**config.mk**
```make
export PLATFORM = sky130hd
export DESIGN_NAME = order_ingress_arbiter
export DESIGN_NICKNAME = d
export VERILOG_FILES = /design/src/rtl/order_ingress_arbiter.sv
export SDC_FILE = /design/constraint.sdc
export NUM_CORES = 1
export LEC_CHECK = 0
export ABC_AREA = 1
export CORE_MARGIN = 2
export CORE_UTILIZATION = 45
export DETAILED_ROUTE_END_ITERATION = 8
export GPL_TIMING_DRIVEN = 0
export SYNTH_ARGS = -nofsm -noshare
export SYNTH_HDL_FRONTEND = slang
export SYNTH_SLANG_ARGS = --single-unit
```
**constraint.sdc**
```tcl
create_clock -name clk -period 4.1 [get_ports clk]
set_clock_uncertainty 0.05 [all_clocks]
set_input_delay 0.41 -clock clk [delete_from_list [all_inputs] [get_ports clk]]
set_output_delay 0.41 -clock clk [all_outputs]
set_load 0.01 [all_outputs]
```
**src/rtl/order_ingress_arbiter.sv**
```systemverilog
// Two-source order ingress: per-source FIFOs, malformed-order drop, round-robin
// arbitration and one-at-a-time issue to the matching engine.

module oia_fifo #(
  parameter int DEPTH  = 8,
  parameter int ADDR_W = 3,
  parameter int W      = 33
) (
  input  logic         clk,
  input  logic         rst_n,
  input  logic         push,
  input  logic         pop,
  input  logic [W-1:0] wdata,
  output logic [W-1:0] rdata,
  output logic         full,
  output logic         empty
);
  logic [W-1:0]      mem [DEPTH];
  logic [ADDR_W-1:0] wr_ptr, rd_ptr;
  logic [ADDR_W:0]   count;

  // Storage is not reset; pointers and count alone define what is valid.
  always_ff @(posedge clk)
    if (push) mem[wr_ptr] <= wdata;

  always_ff @(posedge clk or negedge rst_n) begin
    if (!rst_n) begin
      wr_ptr <= '0;
      rd_ptr <= '0;
      count  <= '0;
    end else begin
      if (push) wr_ptr <= wr_ptr + 1'b1;
      if (pop)  rd_ptr <= rd_ptr + 1'b1;
      case ({push, pop})
        2'b10:   count <= count + 1'b1;
        2'b01:   count <= count - 1'b1;
        default: count <= count;
      endcase
    end
  end

  assign rdata = mem[rd_ptr];
  assign full  = (count == (ADDR_W+1)'(DEPTH));
  assign empty = (count == '0);
endmodule

module order_ingress_arbiter #(
  parameter int DEPTH  = 8,
  parameter int ADDR_W = 3
) (
  input  logic        clk,
  input  logic        rst_n,
  input  logic        net_valid,
  input  logic        net_is_buy,
  input  logic [31:0] net_data,
  output logic        net_ready,
  input  logic        bot_valid,
  input  logic        bot_is_buy,
  input  logic [31:0] bot_data,
  output logic        bot_ready,
  input  logic        engine_busy,
  output logic        input_valid,
  output logic        input_is_buy,
  output logic [31:0] input_data,
  output logic [15:0] drop_count
);
  typedef struct packed {
    logic        is_buy;
    logic [15:0] price;
    logic        is_bot;
    logic [14:0] qty;
  } order_t;

  typedef enum logic [1:0] {IDLE, ISSUE, WAIT} state_t;

  localparam int NET = 0;
  localparam int BOT = 1;

  order_t [1:0] src_ord, head;
  logic   [1:0] src_valid, accept, bad, drop, push, pop, full, empty;
  logic         unused_bit15;

  state_t state, state_nxt;
  logic   last_grant;  // 1 = bot
  logic   issue, grant_bot;

  assign unused_bit15 = ^{net_data[15], bot_data[15]};

  // Incoming bit 15 is replaced by the source identity.
  assign src_ord[NET] = {net_is_buy, net_data[31:16], 1'b0, net_data[14:0]};
  assign src_ord[BOT] = {bot_is_buy, bot_data[31:16], 1'b1, bot_data[14:0]};
  assign src_valid    = {bot_valid, net_valid};
  assign net_ready    = ~full[NET];
  assign bot_ready    = ~full[BOT];

  for (genvar i = 0; i < 2; i++) begin : g_src
    assign accept[i] = src_valid[i] & ~full[i];
    assign bad[i]    = (src_ord[i].qty == '0) || (src_ord[i].price == '0);
    assign drop[i]   = accept[i] & bad[i];
    assign push[i]   = accept[i] & ~bad[i];

    oia_fifo #(.DEPTH(DEPTH), .ADDR_W(ADDR_W), .W($bits(order_t))) u_fifo (
      .clk   (clk),
      .rst_n (rst_n),
      .push  (push[i]),
      .pop   (pop[i]),
      .wdata (src_ord[i]),
      .rdata (head[i]),
      .full  (full[i]),
      .empty (empty[i])
    );
  end

  logic [16:0] drop_sum;
  assign drop_sum = {1'b0, drop_count} + 17'(drop[NET]) + 17'(drop[BOT]);

  always_ff @(posedge clk or negedge rst_n) begin
    if (!rst_n)          drop_count <= '0;
    else if (drop_sum[16]) drop_count <= 16'hFFFF;
    else                 drop_count <= drop_sum[15:0];
  end

  always_ff @(posedge clk or negedge rst_n) begin
    if (!rst_n) state <= IDLE;
    else        state <= state_nxt;
  end

  always_comb begin
    state_nxt = state;
    case (state)
      IDLE:    if (!engine_busy && !(&empty)) state_nxt = ISSUE;
      ISSUE:   state_nxt = WAIT;
      WAIT:    if (!engine_busy) state_nxt = IDLE;
      default: state_nxt = IDLE;
    endcase
  end

  // Tie goes to whichever source was not granted last.
  always_comb begin
    issue     = (state == IDLE) && !engine_busy && !(&empty);
    grant_bot = (!empty[NET] && !empty[BOT]) ? ~last_grant : empty[NET];
    pop       = '0;
    pop[NET]  = issue & ~grant_bot;
    pop[BOT]  = issue &  grant_bot;
  end

  always_ff @(posedge clk or negedge rst_n) begin
    if (!rst_n) begin
      input_valid  <= 1'b0;
      input_is_buy <= 1'b0;
      input_data   <= '0;
      last_grant   <= 1'b1;
    end else begin
      input_valid <= issue;
      if (issue) begin
        input_is_buy <= head[grant_bot].is_buy;
        input_data   <= {head[grant_bot].price, head[grant_bot].is_bot, head[grant_bot].qty};
        last_grant   <= grant_bot;
      end
    end
  end
endmodule

```
==> qor.csv, run 1 <==
stage,metric,value,unit
status,outcome,finished clean,
sta,worst_pin_slew,0.894,ns
detailed_routing,routed_via_density,4.87,
detailed_routing,vias,18100,
power,seq_power_share,37.8,%
synth,synth_fp_nets,2776,
synth,ys_seq_elements,585,
worst_setup_path,crit_chain,clkdlybuf4s50_1 -> nor2_1 -> nand2_1 -> nor2_1 -> nand2_1 -> nand2_1 -> nand2_1 -> fa_1 -> inv_1 -> ha_1 -> nand3_1 -> nor3_2 -> nand3_1 -> buf_2 -> nand3_1,
clock_tree,cts.clk_slew.worst_paths,0.06,ns
sta,min_period,3.33,ns
sta,period_share,81.3,%
synth,synth_cell_types,29,
clock_tree,numCtsBuffers,61,
global_routing,grt-ovfl-total,0,
power,p_comb_share,35.6,%
worst_setup_path,start_kind,input pin,
final_layout,nets,2989,
sta,setup_violations,0,
synth,syn_area_per_cell,9.61,um2
clock_tree,postCtsSetupRepairBufs,0,
synth,netlist_area,25900,um2
die,fp.dieH,244,um
sta,finalMaxSlewViolations,0,
worst_setup_path,worstPathRequired,4.62,ns
sta,fin_tns_setup,0,ns
clock_tree,clk_latency,0.63,ns
clock_tree,cts_tree,built,
worst_setup_path,critical_path_arrival,3.85,ns
worst_setup_path,slowest_stage,clkdlybuf4s50_1,
die,die_w,244,um
worst_setup_path,cp_common_cell,nand2_1,
power,internal-power,13.0,mW
power,power_leakage,13.8,nW
die,die_area,59400,um2
worst_setup_path,endpoint_kind,flop,
worst_setup_path,critical_path_buf_inv_count,3,
synth,ys_seq_area_share,66.5,%
worst_setup_path,crit_start,bot_data[31],
final_layout,synthToLayoutAreaGrowth,18.3,%
power,switching_share,37.4,%
worst_setup_path,critical-path-top-delay-family,simple AND/OR/NAND/NOR gates,
worst_setup_path,criticalPathCategory,input pin to flop,
synth,synth_cells,2691,
worst_setup_path,cp_max_fo,10,
power,power_frac_clock,26.7,%
run,cap_violations,0,
detailed_routing,initialDrtViolationCount,1459,
synth,synth_warnings,0,
detailed_routing,ant_nets,0,
final_layout,nFillCells,4982,
clock_tree,h-tree-depth,2,
sta,rsz0062_at_grt,no,
clock_tree,cts_sinks,585,
die,core-area,56600,um2
power,p_per_area,678,nW/um2
die,initial_core_util,45.7,%
detailed_routing,wire_per_inst,17.7,um
min_path,hp-class,input pin to asynchronous set/reset pin,
worst_setup_path,reg2reg_to,drop_count[11],
final_layout,drive_above_1_share,6.56,%
detailed_routing,remaining_drc_errors,0,
worst_setup_path,reg2reg_depth,12,
global_routing,first_global_vias,17700,
global_routing,grt_use_total,22.2,%
placed_design,post-dp-hpwl,44500,um
clock_tree,clock-root-buffer,clkbuf_16,
global_routing,antenna_found_initial,1,
detailed_routing,drt_wl_total,65700,um
placed_design,port_buffers,120,
placed_design,routabilityCongestion,0.802,
worst_setup_path,max_stage_delay,0.61,ns
sta,hold_ws,0.129,ns
detailed_routing,first_pass_iters,5,
power,vdd_drop_max,0.000384,V
die,fp-row-count,87,
sta,slew_headroom,40.1,%
power,power,20.8,mW
final_layout,seqCellArea,17200,um2
sta,finalHoldViolCount,0,
sta,fmax,0.300,GHz
power,p_sw,7.77,mW
final_layout,multi_input_area,6410,um2
worst_setup_path,regToRegStartpoint,g_src[1].u_fifo.count[0],
global_routing,grt_max_degree,63,
global_routing,grt_pass1_wl,101000,um
die,io_pins,123,
worst_setup_path,rrSetupSlack,1.12,ns
clock_tree,cts_max_path_buffers,3,
## cells by family (layout without fill, tap and decap cells)
group,after synthesis,count (layout),synth area share (%)
DFF,585,585,66.5
AOI/OAI and AO/OA,22,22,0.474
xor gates and xnor gates,17,17,0.576
buffers and inverters,604,870,9.12
adders and majority gates,14,14,0.764
other,0,1,0
and+or+nand+nor,1449,1449,22.6
## worst max-delay path by stage
| stage | cells past startpoint | end | slack (ns) |
|---|---|---|---|
| finish | 15 | drop_count[11] | 0.77 |
| CTS | 15 | drop_count[5] | 0.79 |
| global route | 15 | drop_count[11] | 0.49 |
| detailed placement | 15 | drop_count[5] | 0.13 |
| global placement | 8 | g_src[1].u_fifo.mem[7][17] | -2.65 |
| floorplan | 6 | g_src[1].u_fifo.mem[5][0] | 0.39 |
## stage by stage
| stage | utilization (%) | instances | worst slack [ns] | area [um2] |
|---|---|---|---|---|
| floorplan | - | 2691 | 0.387 | 25900 |
| global placement | 49.5 | 3567 | -2.65 | 28000 |
| detailed placement | 50.5 | 3596 | 0.134 | 28600 |
| CTS | 54.0 | 3713 | 0.792 | 30600 |
| global route | 54.0 | 3714 | 0.495 | 30600 |
| finish | 54.0 | 3714 | 0.767 | 30600 |
## cell type report
cell class | instances | share of cell area, %
Clock buffer | 89 | 5.67
Antenna cell | 1 | 0.00818
Clock inverter | 27 | 0.859
Timing Repair Buffer | 150 | 5.48
Tap cell | 756 | 3.09
Multi-Input combinational cell | 1502 | 20.9
Inverter | 492 | 6.04
Buffer | 112 | 1.68
Sequential cell | 585 | 56.2
## layout by cell type, fill, tap and decap left out, types with 11 or more instances in the layout
| master | n |
|---|---|
| buf_1 | 28 |
| buf_2 | 50 |
| buf_6 | 17 |
| clkbuf_1 | 49 |
| clkbuf_16 | 63 |
| clkdlybuf4s50_1 | 119 |
| clkinv_1 | 11 |
| dfrtp_1 | 72 |
| edfxtp_1 | 512 |
| ha_1 | 11 |
| inv_1 | 492 |
| nand2_1 | 1089 |
| nand3_1 | 274 |
| nor2_1 | 52 |
| o21ai_0 | 18 |
## metal layers
layer | vias up | routed length, um | share of wire, % | global-route usage, %
met1 | 8555 | 27900 | 43 | 29.6
met2 | 581 | 31800 | 48 | 37.2
met5 | - | 0 | 0 | 0
li1 | 8827 | - | - | -
met3 | 118 | 4190 | 6.4 | 3.28
met4 | 0 | 1740 | 2.7 | 7.42
## synthesized netlist by cell type
| library cell | instances | area share [%] |
|---|---|---|
| inv_1 | 492 | 7.1 |
| nand3_1 | 274 | 5.3 |
| dfrtp_1 | 72 | 7.0 |
| o21ai_4 | 1 | 0.063 |
| fa_1 | 3 | 0.23 |
| nor3_1 | 10 | 0.19 |
| edfxtp_1 | 512 | 59 |
| and3_1 | 1 | 0.024 |
| nand4_1 | 3 | 0.073 |
| nor3_2 | 1 | 0.039 |
| xnor2_1 | 10 | 0.34 |
| nand2_1 | 1089 | 16 |
| xor2_1 | 7 | 0.24 |
| buf_6 | 3 | 0.13 |
| buf_4 | 2 | 0.058 |
| a31oi_1 | 1 | 0.024 |
| or2_0 | 1 | 0.024 |
| nand3b_1 | 1 | 0.029 |
| nor2_2 | 2 | 0.048 |
| nor2_1 | 62 | 0.90 |
| ha_1 | 11 | 0.53 |
| buf_2 | 50 | 0.97 |
| dfstp_2 | 1 | 0.10 |
| o21ai_0 | 18 | 0.35 |
| or2_2 | 3 | 0.073 |
| clkbuf_1 | 29 | 0.42 |
| and2_1 | 2 | 0.048 |
| buf_1 | 28 | 0.41 |
| a21oi_1 | 2 | 0.039 |
## registers in the layout (all words and copies together), names as in the netlist
register and flops:
g_src.u_fifo.mem 512, input_data 32, drop_count 16, g_src.u_fifo.count 8, g_src.u_fifo.rd_ptr 6, g_src.u_fifo.wr_ptr 6, state 2, input_is_buy 1
input_valid 1, last_grant 1
## what timing repair did
item                                    in CTS  in global routing
resized for setup                            0                  0
endpoints found under the setup margin       0                  0
hold buffers                                 1                  0
endpoints found under the hold margin       72                  0
## power groups by stage
stage	Combinational (mW)	Sequential, mW	Clock, mW
floorplan	4.35	7.96	0
global placement	7.00	8.01	0
detailed placement	7.37	7.96	0
CTS	7.40	7.84	5.62
global route	8.17	7.92	5.85
finish	7.39	7.84	5.53
No activity file was read; power rests on OpenSTA's default activity.
==> inputs of run 2 (changes only) <==
Clock period 4.1 ns to 2.9 ns, I/O delays scaled along.
==> run 2 against run 1 <==
Against the previous run:
- total power rose by 41%
- critical path type unchanged
- utilization rose by 0.22 points
- global-route usage barely moved
- first-iteration DRC count fell by 0.89%
- worst hold slack got worse by 0.10 ns
- combinational power rose by 41%
- cell area rose by 0.41%
- clock-buffer cell count did not move
==> qor.csv, run 2 (same netlist as run 1, synthesis figures left out) <==
stage,metric,value,unit
status,outcome,finished clean,
placed_design,port_buffers,120,
die,core-area,56600,um2
placed_design,post_dp_cell_area,28600,um2
worst_setup_path,critical_path_arrival,3.14,ns
clock_tree,cts_max_path_buffers,3,
detailed_routing,initialDrtViolationCount,1446,
die,die_area,59400,um2
clock_tree,clock-root-buffer,clkbuf_16,
sta,rsz0062_at_grt,no,
final_layout,layout.cells.non_filler,3717,
die,die_w,244,um
sta,finalHoldViolCount,0,
final_layout,nets,2992,
detailed_routing,first_pass_iters,5,
sta,worst_pin_slew,0.916,ns
detailed_routing,remaining_drc_errors,0,
final_layout,top_regs,"g_src.u_fifo.mem x512, input_data x32, drop_count x16",
worst_setup_path,reg2reg_depth,12,
clock_tree,clk_latency,0.63,ns
worst_setup_path,criticalPathCategory,input pin to flop,
power,power_leakage,14.2,nW
sta,fmax,0.381,GHz
placed_design,routabilityCongestion,0.802,
min_path,hold_depth,1,
worst_setup_path,worstPathRequired,3.41,ns
sta,min_period,2.63,ns
detailed_routing,ant_nets,0,
worst_setup_path,regToRegStartpoint,g_src[1].u_fifo.count[0],
global_routing,grt_pass1_wl,101000,um
sta,period_share,90.6,%
placed_design,dp.cells,3596,
detailed_routing,wire_per_inst,17.7,um
final_layout,synthToLayoutAreaGrowth,18.8,%
clock_tree,cts_tree,built,
final_layout,final_common_cell,nand2_1,
worst_setup_path,cp_max_fo,10,
global_routing,grt-ovfl-total,0,
sta,finalMaxSlewViolations,0,
clock_tree,h-tree-depth,2,
global_routing,first_global_vias,17700,
sta,slew_headroom,38.6,%
die,io_pins,123,
worst_setup_path,start_kind,input pin,
power,vdd_drop_max,0.000545,V
global_routing,antenna_found_initial,1,
worst_setup_path,crit_start,bot_data[31],
final_layout,final_cell_mix,"1088 x nand2_1, 512 x edfxtp_1, 492 x inv_1",
die,initial_core_util,45.7,%
sta,fin_tns_setup,0,ns
clock_tree,cts_sinks,585,
power,p_per_area,956,nW/um2
detailed_routing,drt_wl_total,65700,um
final_layout,final_area,30700,um2
final_layout,drive_above_1_share,6.76,%
die,fp.dieH,244,um
final_layout,fin_util,54.3,%
min_path,hp-class,input pin to flop,
clock_tree,cts.clk_slew.worst_paths,0.06,ns
worst_setup_path,endpoint_kind,flop,
detailed_routing,vias,18100,
detailed_routing,routed_via_density,4.86,
final_layout,regMostFlops,g_src.u_fifo.mem,
sta,setup_violations,0,
run,cap_violations,0,
placed_design,post-dp-hpwl,44500,um
min_path,min_from,bot_data[19],
power,power,29.4,mW
global_routing,grt_use_total,22.2,%
final_layout,largest_register_ffs,512,
die,fp-row-count,87,
global_routing,grt_max_degree,63,
clock_tree,numCtsBuffers,61,
[run 2: cell types whose count changed in the layout (fill, tap and decap cells not counted), sizes merged]
cell / previous run / this run
dlygate4sd3: 1 / 2
clkdlybuf4s50: 119 / 87
dlygate4sd2: 0 / 1
buf: 113 / 115
dlymetal6s2s: 0 / 31
[run 2: final timing paths]
path                       slack (ns)                          to
max in group asynchronous        1.67   g_src[1].u_fifo.rd_ptr[2]
min reg2reg                      0.44                    state[1]
min in group asynchronous        0.14              drop_count[12]
max                              0.27               drop_count[5]
min                              0.03  g_src[1].u_fifo.mem[3][18]
max reg2reg                      0.27    g_src[0].u_fifo.count[3]
[run 2: worst max-delay path, stage by stage]
cell	delay [ns]
dlygate4sd2_1	0.37
nor2_1	0.20
nand2_1	0.08
nor2_1	0.22
nand2_1	0.20
nand2_1	0.11
nand2_1	0.11
fa_1	0.43
inv_1	0.07
ha_1	0.17
nand3_1	0.16
nor3_4	0.21
nand3_2	0.17
buf_2	0.24
nand3_1	0.08
[run 2: layout make-up]
class | instances | area, um2
fillers | 4966 | 25900
flip-flops and latches | 585 | 17200
multi-input cells | 1502 | 6430
inverters | 492 | 1850
repair buffers | 153 | 1780
clock buffers | 89 | 1730
well taps | 756 | 946
plain buffers | 112 | 513
clock inverters | 27 | 263
diodes | 1 | 2.50
[run 2: repair_timing]
| action | in CTS | in global routing |
|---|---|---|
| buffers inserted | 2 | 0 |
| gates cloned | 0 | 0 |
| resized for setup | 3 | 35 |
| endpoints found under the hold margin | 72 | 0 |
| setup endpoints to repair | 16 | 27 |
| pin swaps | 1 | 1 |
| hold buffers | 2 | 0 |
[run 2: where the power goes]
part | switching, mW | internal, mW
logic | 7.23 | 3.21
registers | 0.500 | 10.6
clock network | 3.26 | 4.57
[run 2: stage by stage]
step                setup WS, ns  hold slack [ns]
floorplan                 -0.813          -0.0556
global placement           -3.73            0.407
detailed placement        -0.946            0.116
CTS                       0.0116            0.132
global route             0.00751          0.00509
finish                     0.272           0.0270
[run 2: per-layer routing]
metal  vias to the layer above  GRT usage (%)  share of wire [%]
li1                       8837              -                  -
met3                       121           3.28                6.2
met5                         -              0                  0
met4                         0           7.42                2.8
met2                       564           37.3                 48
met1                      8536           29.6                 43
==> inputs of run 3 (changes only) <==
Clock period 2.9 ns to 3.1 ns, I/O delays scaled along.
==> run 3 against run 2 <==
Against the previous run:
- routed wire length is 0.27% higher
- sequential share of layout area is 0.087 points higher
- sequential cell count stayed put
- total power is 6.4% lower
- clock power is 6.4% lower
- first-iteration DRC count is 2.4% lower
- non-clock buffer count stayed put
- cell area is 0.15% lower
- worst hold slack better by 0.029 ns
- largest cell class unchanged
- largest power group unchanged
- highest routed layer unchanged
==> qor.csv, run 3 (same netlist as run 1, synthesis figures left out) <==
stage,metric,value,unit
clock_tree,clk_latency,0.63,ns
detailed_routing,wire_per_inst,17.7,um
worst_setup_path,start_kind,input pin,
power,power_frac_clock,26.7,%
detailed_routing,initialDrtViolationCount,1412,
sta,setup_violations,0,
global_routing,first_global_vias,17700,
power,internal-power,17.2,mW
final_layout,top_regs,"g_src.u_fifo.mem x512, input_data x32, drop_count x16",
clock_tree,h-tree-depth,2,
worst_setup_path,criticalPathCategory,input pin to flop,
sta,finalHoldViolCount,0,
final_layout,fin_util,54.2,%
die,core-area,56600,um2
detailed_routing,first_pass_iters,7,
die,die_area,59400,um2
sta,finalMaxSlewViolations,0,
clock_tree,cts_tree,built,
clock_tree,clock-root-buffer,clkbuf_16,
placed_design,post-dp-hpwl,44500,um
final_layout,final_cell_mix,"1088 x nand2_1, 512 x edfxtp_1, 492 x inv_1",
final_layout,regMostFlops,g_src.u_fifo.mem,
min_path,hp-class,input pin to flop,
worst_setup_path,crit_start,bot_data[2],
global_routing,grt_max_degree,63,
global_routing,grt_pass1_wl,101000,um
sta,setup_ws,0.208,ns
global_routing,grt-ovfl-total,0,
final_layout,final_common_cell,nand2_1,
min_path,min_from,bot_data[0],
worst_setup_path,critical_path_arrival,3.41,ns
sta,rsz0062_at_grt,no,
power,p_comb_share,35.6,%
run,cap_violations,0,
status,outcome,finished clean,
die,initial_core_util,45.7,%
final_layout,drive_above_1_share,6.69,%
global_routing,grt_use_total,22.2,%
sta,fmax,0.346,GHz
clock_tree,numCtsBuffers,61,
power,seq_power_share,37.7,%
detailed_routing,vias,18100,
sta,slew_headroom,39.9,%
worst_setup_path,cp_max_fo,10,
placed_design,post_dp_cell_area,28600,um2
final_layout,largest_register_ffs,512,
final_layout,nets,2992,
power,vdd_drop_max,0.000507,V
power,p_sw,10.3,mW
worst_setup_path,regToRegStartpoint,g_src[1].u_fifo.count[0],
sta,period_share,93.3,%
placed_design,port_buffers,120,
detailed_routing,routed_via_density,4.87,
power,power_leakage,14.0,nW
detailed_routing,ant_nets,0,
power,power,27.5,mW
final_layout,nFillCells,4976,
worst_setup_path,worstPathRequired,3.62,ns
placed_design,routabilityCongestion,0.802,
detailed_routing,drt_wl_total,65900,um
final_layout,final_area,30700,um2
clock_tree,cts_max_path_buffers,3,
clock_tree,cts.clk_slew.worst_paths,0.06,ns
die,die_w,244,um
worst_setup_path,endpoint_kind,flop,
placed_design,pre_cts_ws,-0.766,ns
final_layout,synthToLayoutAreaGrowth,18.6,%
detailed_routing,remaining_drc_errors,0,
sta,worst_pin_slew,0.896,ns
sta,min_period,2.89,ns
global_routing,antenna_found_initial,1,
clock_tree,cts_sinks,585,
power,p_per_area,895,nW/um2
power,switching_share,37.4,%
die,fp.dieH,244,um
die,io_pins,123,
die,fp-row-count,87,
-- run 3: worst paths after layout --
check,slack (ns),depth (start not counted),endpoint
min reg2reg,0.43,1,state[1]
min in group asynchronous,0.56,3,g_src[1].u_fifo.count[3]
max reg2reg,0.28,12,drop_count[11]
min,0.06,1,g_src[1].u_fifo.mem[0][0]
max,0.21,15,drop_count[11]
max in group asynchronous,1.68,4,g_src[1].u_fifo.count[2]
-- run 3: final cells by class --
cell class | instances | area (um2) | share of cell area, %
clock buffers | 89 | 1730 | 5.65
plain buffers | 112 | 513 | 1.67
inverters | 492 | 1850 | 6.02
flip-flops and latches | 585 | 17200 | 56.1
well taps | 756 | 946 | 3.08
repair buffers | 153 | 1740 | 5.66
diodes | 2 | 5.00 | 0.0163
multi-input cells | 1502 | 6420 | 20.9
clock inverters | 27 | 263 | 0.857
-- run 3: per-layer routing --
layer  up-vias  wire [um]  global-route usage [%]  share of wire (%)
li1       8833          -                       -                  -
met1      8577      28100                    29.6                 43
met2       587      32000                    37.3                 49
met3       115       4050                    3.28                6.1
met4         0       1730                    7.42                2.6
met5         -          0                       0                  0
-- run 3: power groups by stage --
stage               combinational, mW  sequential, mW  clock (mW)
detailed placement               9.75            10.5           0
global placement                 9.25            10.6           0
global route                     10.8            10.5        7.74
finish                           9.77            10.4        7.33
floorplan                        5.76            10.5           0
CTS                              9.79            10.4        7.44
-- run 3: worst max-delay path, stage by stage --
cell	delay, ns
clkdlybuf4s50_1	0.59
nor2_1	0.16
nand2_1	0.08
nor2_1	0.17
nand2_1	0.15
nand2_1	0.10
nand2_1	0.11
fa_1	0.44
inv_1	0.07
ha_1	0.17
nand3_1	0.17
nor3_4	0.34
nand3_2	0.20
buf_2	0.24
nand3_1	0.09
-- run 3: metrics by stage --
step | setup TNS, ns | hold WS [ns] | std cells
2_1_floorplan | -117.69 | -0.0356 | 2691
3_3_place_gp | -1336.41 | 0.407 | 3567
3_5_place_dp | -33.63 | 0.136 | 3596
4_1_cts | 0 | 0.182 | 3715
5_1_grt | 0 | 0.0395 | 3717
6_report | 0 | 0.0559 | 3718
-- run 3: repair_timing --
action	4_1_cts	5_1_grt
resized for setup	2	16
hold buffers	3	0
buffers inserted	0	1
setup endpoints to repair	10	15
hold endpoints to repair	72	0
pin swaps	0	1
==> edit 1, RTL diff (flow settings as in run 2) <==
Make the reset (`rst_n`) synchronous in 4 clocked blocks.
--- a/src/rtl/order_ingress_arbiter.sv
+++ b/src/rtl/order_ingress_arbiter.sv
@@ -25,3 +25,3 @@
 
-  always_ff @(posedge clk or negedge rst_n) begin
+  always_ff @(posedge clk) begin
     if (!rst_n) begin
@@ -116,3 +116,3 @@
 
-  always_ff @(posedge clk or negedge rst_n) begin
+  always_ff @(posedge clk) begin
     if (!rst_n)          drop_count <= '0;
@@ -122,3 +122,3 @@
 
-  always_ff @(posedge clk or negedge rst_n) begin
+  always_ff @(posedge clk) begin
     if (!rst_n) state <= IDLE;
@@ -146,3 +146,3 @@
 
-  always_ff @(posedge clk or negedge rst_n) begin
+  always_ff @(posedge clk) begin
     if (!rst_n) begin
Formal check against the unedited RTL: differs if rst_n is asserted again (counterexample within 4 cycles, from zero or initial values and one cycle with rst_n low); with rst_n held inactive, the same outputs for 4 cycles.
==> edit 1 against run 2 <==
- synthesized area up 0.98%
- worst hold slack gained 22 ps
- total power down 11%
- maximum frequency shrank 4.6%
- via count rose by 2.1%
- wire length rose by 0.20%
- count of clock-buffer cells in the layout up 1
- setup slack lost 130 ps
- critical path depth stayed put
- sequential share of layout area fell by 1.2 points
- sequential cell count rose by 6
- synthesized cell count increased by 4.3%
- cell area up 0.82%
- critical path type is now flop to flop
- critical endpoint is now drop_count[14]
- highest routed layer is now met5
==> edit 1: results (changes against run 2) <==
cp_max_fo: 4  # was 10
synth-seq-area-share: 0.6492  # was 0.6651
synth_xor_xnor_area_share: 0.005030  # was 0.005756
synthFlopType: "edfxtp_1"  # unchanged
place_hpwl_um: 44850  # was 44510 um
drive_gt1_frac: 0.07245  # was 0.06757
synth_compound_area_frac: 0.008814  # was 0.004740
dr_total_vias: 18430  # was 18058
synth_fp_nets: 2892  # was 2776
power_mw: 25.99  # was 29.36 mW
ys_top_cells_by_area: "edfxtp_1 (59%), nand2_1 (16%), inv_1 (7.7%)"  # was edfxtp_1 (59%), nand2_1 (16%), inv_1 (7.1%)
setup.worst_path.start_class: "flop"  # was input port
htree_levels: 3  # was 2
cts_made_buffers: 66  # was 61
antenna_found_initial: 4  # was 1
instances_no_fill: 3833  # was 3717
placed_cell_area_um2: 28770  # was 28580 um^2
r2r_slack_ps: 150  # was 270 ps
p_seq_mw: 10.3  # was 11.1 mW
worstHoldEndpoint: "g_src[1].u_fifo.mem[7][8]"  # was g_src[1].u_fifo.mem[3][18]
syn_inst: 2807  # was 2691
r2r_cells: 15  # was 12
fin_crit_ps: 2754  # was 2628 ps
preCtsSetupSlack_ps: -976.6  # was -946.0 ps
routedWlPerCell_um: 17.17  # was 17.67 um
whs_path_depth: 1  # unchanged
p_leak_nw: 14.27  # was 14.16 nW
grt_max_degree: 25  # was 63
p_comb_frac: 0.298  # was 0.356
critPathCapture: "drop_count[14]"  # was drop_count[5]
cp.arrival_ps: 3240  # was 3140 ps
crit_family: "simple AND/OR/NAND/NOR gates"  # unchanged
grt_usage: 0.2208  # was 0.2220
synthAdderAreaFrac: 0.007568  # was 0.007643
status: "finished, final reports clean"  # unchanged
post-cts-setup-buffer-count: 0  # was 2
async_reset_ff_frac: 0  # was 0.1248
nets: 3099  # was 2992
place.gp.congestion: 0.8593  # was 0.8019
hold_ws_ps: 48.83  # was 27.03 ps
yosysWarnings: 0  # unchanged
ys_types: 31  # was 29
clk_latency_ps: 600  # was 630 ps
synth_edf_count: 512  # unchanged
r2r-start: "g_src[0].u_fifo.count[1]"  # was g_src[1].u_fifo.count[0]
ir_worst_vdd_uv: 492.9  # was 545.0 uV
drt_iter0_drc: 1378  # was 1446
place_inst: 3708  # was 3596
synth_common_cells: "nand2_1 (1116), inv_1 (533), edfxtp_1 (512)"  # was nand2_1 (1089), edfxtp_1 (512), inv_1 (492)
synth.area.mux_share: 0  # unchanged
hold_path_startpoint: "bot_data[8]"  # was bot_data[19]
maxSlewHeadroom: 0.5421  # was 0.3858
grt_pass1_wl_um: 100800  # was 100700 um
slowest_stage: "fa_1"  # unchanged
p_int_mw: 17.18  # was 18.36 mW
post_cts_resized: 28  # was 3
-- edit 1: routing by layer --
metal  track usage  vias up  part of all wire
li1              -     9157                 -
met1        0.2855     8684              0.42
met2        0.3779      467              0.49
met3       0.03674      118             0.057
met4       0.07335        4             0.028
met5             0        -           0.00044
-- edit 1: layout make-up --
class / instances / area [um^2]
fill: 5095 / 26610
buffer: 115 / 571.8
antenna: 4 / 10.01
clock buffer: 90 / 1911
tap: 765 / 957.2
clock inverter: 28 / 145.1
timing repair buffer: 139 / 1663
inverter: 537 / 2016
multi-input combinational: 1564 / 6740
sequential: 591 / 16960
-- edit 1: worst register-to-register path, cell delays in order, from the launching register on --
cell,delay (ps)
dfxtp_1,410
nor2_2,60
nand3_1,120
nand2_1,120
inv_1,150
nand2_2,110
fa_1,430
inv_1,90
ha_1,200
nand3_2,150
nor2_1,220
nand3_1,130
or2_2,280
nand3_1,70
nand2_1,50
inv_1,50
==> edit 2, RTL diff (settings of run 2) <==
Without the edit above. `DEPTH` is set to 8 in 2 places; all go to 16.
--- a/src/rtl/order_ingress_arbiter.sv
+++ b/src/rtl/order_ingress_arbiter.sv
@@ -4,3 +4,3 @@
 module oia_fifo #(
-  parameter int DEPTH  = 8,
+  parameter int DEPTH  = 16,
   parameter int ADDR_W = 3,
@@ -47,3 +47,3 @@
 module order_ingress_arbiter #(
-  parameter int DEPTH  = 8,
+  parameter int DEPTH  = 16,
   parameter int ADDR_W = 3
Function: changed (a bounded check fails within 4 cycles, from zero or initial values and one cycle with rst_n low).
==> edit 2 against run 2 <==
- utilization rose by 0.25 points
- global-route usage rose by 0.80 points
- sequential cell count did not move
- maximum frequency fell by 2.3%
- register-to-register slack got worse by 40 ps
- synthesized area fell by 7.3%
- combinational power fell by 6%
- total power fell by 3.3%
- wire length fell by 2.4%
- worst hold slack got worse by 3.1 ps
- die area fell by 7.2%
- cell area fell by 6.5%
- setup slack got worse by 62 ps
==> edit 2: results (changes against run 2) <==
status: "finished, final reports clean"  # unchanged
via_per_inst: 5.419  # was 4.858
grt_max_degree: 46  # was 63
synth_common_cells: "edfxtp_1 (512), nor2_1 (490), o21ai_0 (263)"  # was nand2_1 (1089), edfxtp_1 (512), inv_1 (492)
io_buffers: 120  # unchanged
antenna_found_initial: 4  # was 1
routed_wirelength_um: 64080  # was 65690 um
fin_area_um2: 28710  # was 30720 um^2
finalSetupViolations: 0  # unchanged
worstHoldEndpoint: "g_src[1].u_fifo.mem[6][8]"  # was g_src[1].u_fifo.mem[3][18]
ir_worst_vdd_uv: 541.9  # was 545.0 uV
place_inst: 2801  # was 3596
r2r_cells: 13  # was 12
cp_max_fo: 9  # was 10
grt_pass1_wl_um: 95760  # was 100700 um
r2r-start: "g_src[0].u_fifo.count[0]"  # was g_src[1].u_fifo.count[0]
worstReg2RegEnd: "drop_count[8]"  # was g_src[0].u_fifo.count[3]
drive_gt1_frac: 0.1211  # was 0.06757
clk_latency_ps: 620
drt_iter0_drc: 1597  # was 1446
nets: 2270  # was 2992
maxSlewHeadroom: 0.3671  # was 0.3858
hold_path.class: "input port to flop"  # unchanged
placed_cell_area_um2: 26650  # was 28580 um^2
cts_made_buffers: 60  # was 61
grt_pass1_vias: 15250  # was 17717
r2r_slack_ps: 230  # was 270 ps
ys_types: 39  # was 29
p_leak_nw: 10.36  # was 14.16 nW
cp.arrival_ps: 3190  # was 3140 ps
synth_fp_nets: 2051  # was 2776
clk_pin_slew_ps: 60  # about the same
cts_buffer_depth: 3  # unchanged
synth_edf_count: 512  # unchanged
hold_path_startpoint: "bot_data[8]"  # was bot_data[19]
place_hpwl_um: 43140  # was 44510 um
n_fill_cell: 4429  # was 4966
synth.avg_cell_area_um2: 12.19  # was 9.612 um^2
async_reset_ff_frac: 0.1248  # unchanged
firstDrtPassIters: 7  # was 5
ys_top_cells_by_area: "edfxtp_1 (64%), nor2_1 (7.7%), dfrtp_1 (7.5%)"  # was edfxtp_1 (59%), nand2_1 (16%), inv_1 (7.1%)
place.gp.congestion: 0.7998  # was 0.8019
htree_levels: 2  # unchanged
grt_usage: 0.2300  # was 0.2220
synth-seq-area-share: 0.7177  # was 0.6651
routedWlPerCell_um: 21.89  # was 17.67 um
==> edit 2: power by group <==
group | total, mW | switching [mW] | leakage, nW | internal, mW
Combinational | 9.82 | 6.60 | 3.89 | 3.23
Clock | 7.39 | 3.19 | 0.916 | 4.20
Sequential | 11.2 | 0.569 | 5.56 | 10.6
==> edit 2: kinds of logic (layout without fill, tap and decap cells) <==
| logic type | after synthesis | in the layout | synth area share |
|---|---|---|---|
| flip-flops | 585 | 585 | 0.7177 |
| buffers and inverters | 165 | 436 | 0.03184 |
| AO/OA/AOI/OAI | 338 | 338 | 0.07783 |
| adder cells (fa/ha/maj) | 14 | 14 | 0.008248 |
| XOR/XNOR | 12 | 12 | 0.004385 |
| other | 0 | 2 | 0 |
| AND/OR/NAND/NOR | 852 | 852 | 0.1600 |
==> edit 2: cell type report <==
cell class                 count  area share
multi-input combinational   1216      0.2152
clock inverter                32    0.008106
inverter                      54    0.007148
buffer                       111     0.01961
tap                          688     0.02998
clock buffer                  82     0.05696
sequential                   585      0.5992
antenna                        2   0.0001743
timing repair buffer         157     0.06363
==> edit 2: worst max path at each step <==
stage                                   from                   endpoint  slack (ps)
floorplan           g_src[0].u_fifo.count[0]  g_src[0].u_fifo.mem[3][0]        -820
global placement                 net_data[2]  g_src[0].u_fifo.mem[3][1]       -4010
detailed placement               net_data[2]             drop_count[14]        -940
CTS                             net_data[16]              drop_count[5]          10
global route                    bot_data[17]              drop_count[8]          -4
finish                          net_data[19]              drop_count[8]         210
==> edit 2: what timing repair did <==
action                                  CTS  global route
resized for setup                        27            44
endpoints found under the hold margin    72             0
hold buffers                              1             0
endpoints found under the setup margin   17            18
setup buffers                             0             9
pin swaps                                 2             6
==> edit 2: per-stage QoR <==
stage               total power, mW  worst slack, ps  hold WS [ps]  setup TNS (ps)
floorplan                     17.06           -817.3        -55.59          -78460
global placement              20.65            -4007         387.7        -1252810
detailed placement            21.15           -936.5         216.6          -67020
CTS                           28.51            11.00         109.9               0
global route                  29.90           -4.228         33.58          -7.367
finish                        28.39            209.8         23.96               0
==> edit 2: metal layers <==
layer  vias to the layer above  wire length, um  GRT usage
li1                       7418                -          -
met2                       576            31210     0.3812
met4                         2             1525    0.06444
met5                         -               12          0
met3                       102             4342    0.03642
met1                      7764            26990     0.3159
==> edit 2: worst max-delay path, stage by stage <==
cell and delay [ps]:
clkdlybuf4s50_1 550, nor2_1 160, nand2_1 70, nor2_1 100, nand2_1 150, nand2_2 110, nand2_2 100, fa_1 370
inv_1 90, ha_2 210, nand3_2 110, nor3_4 270, buf_4 160, nand3_1 100, or2_2 300, nand3_1 60
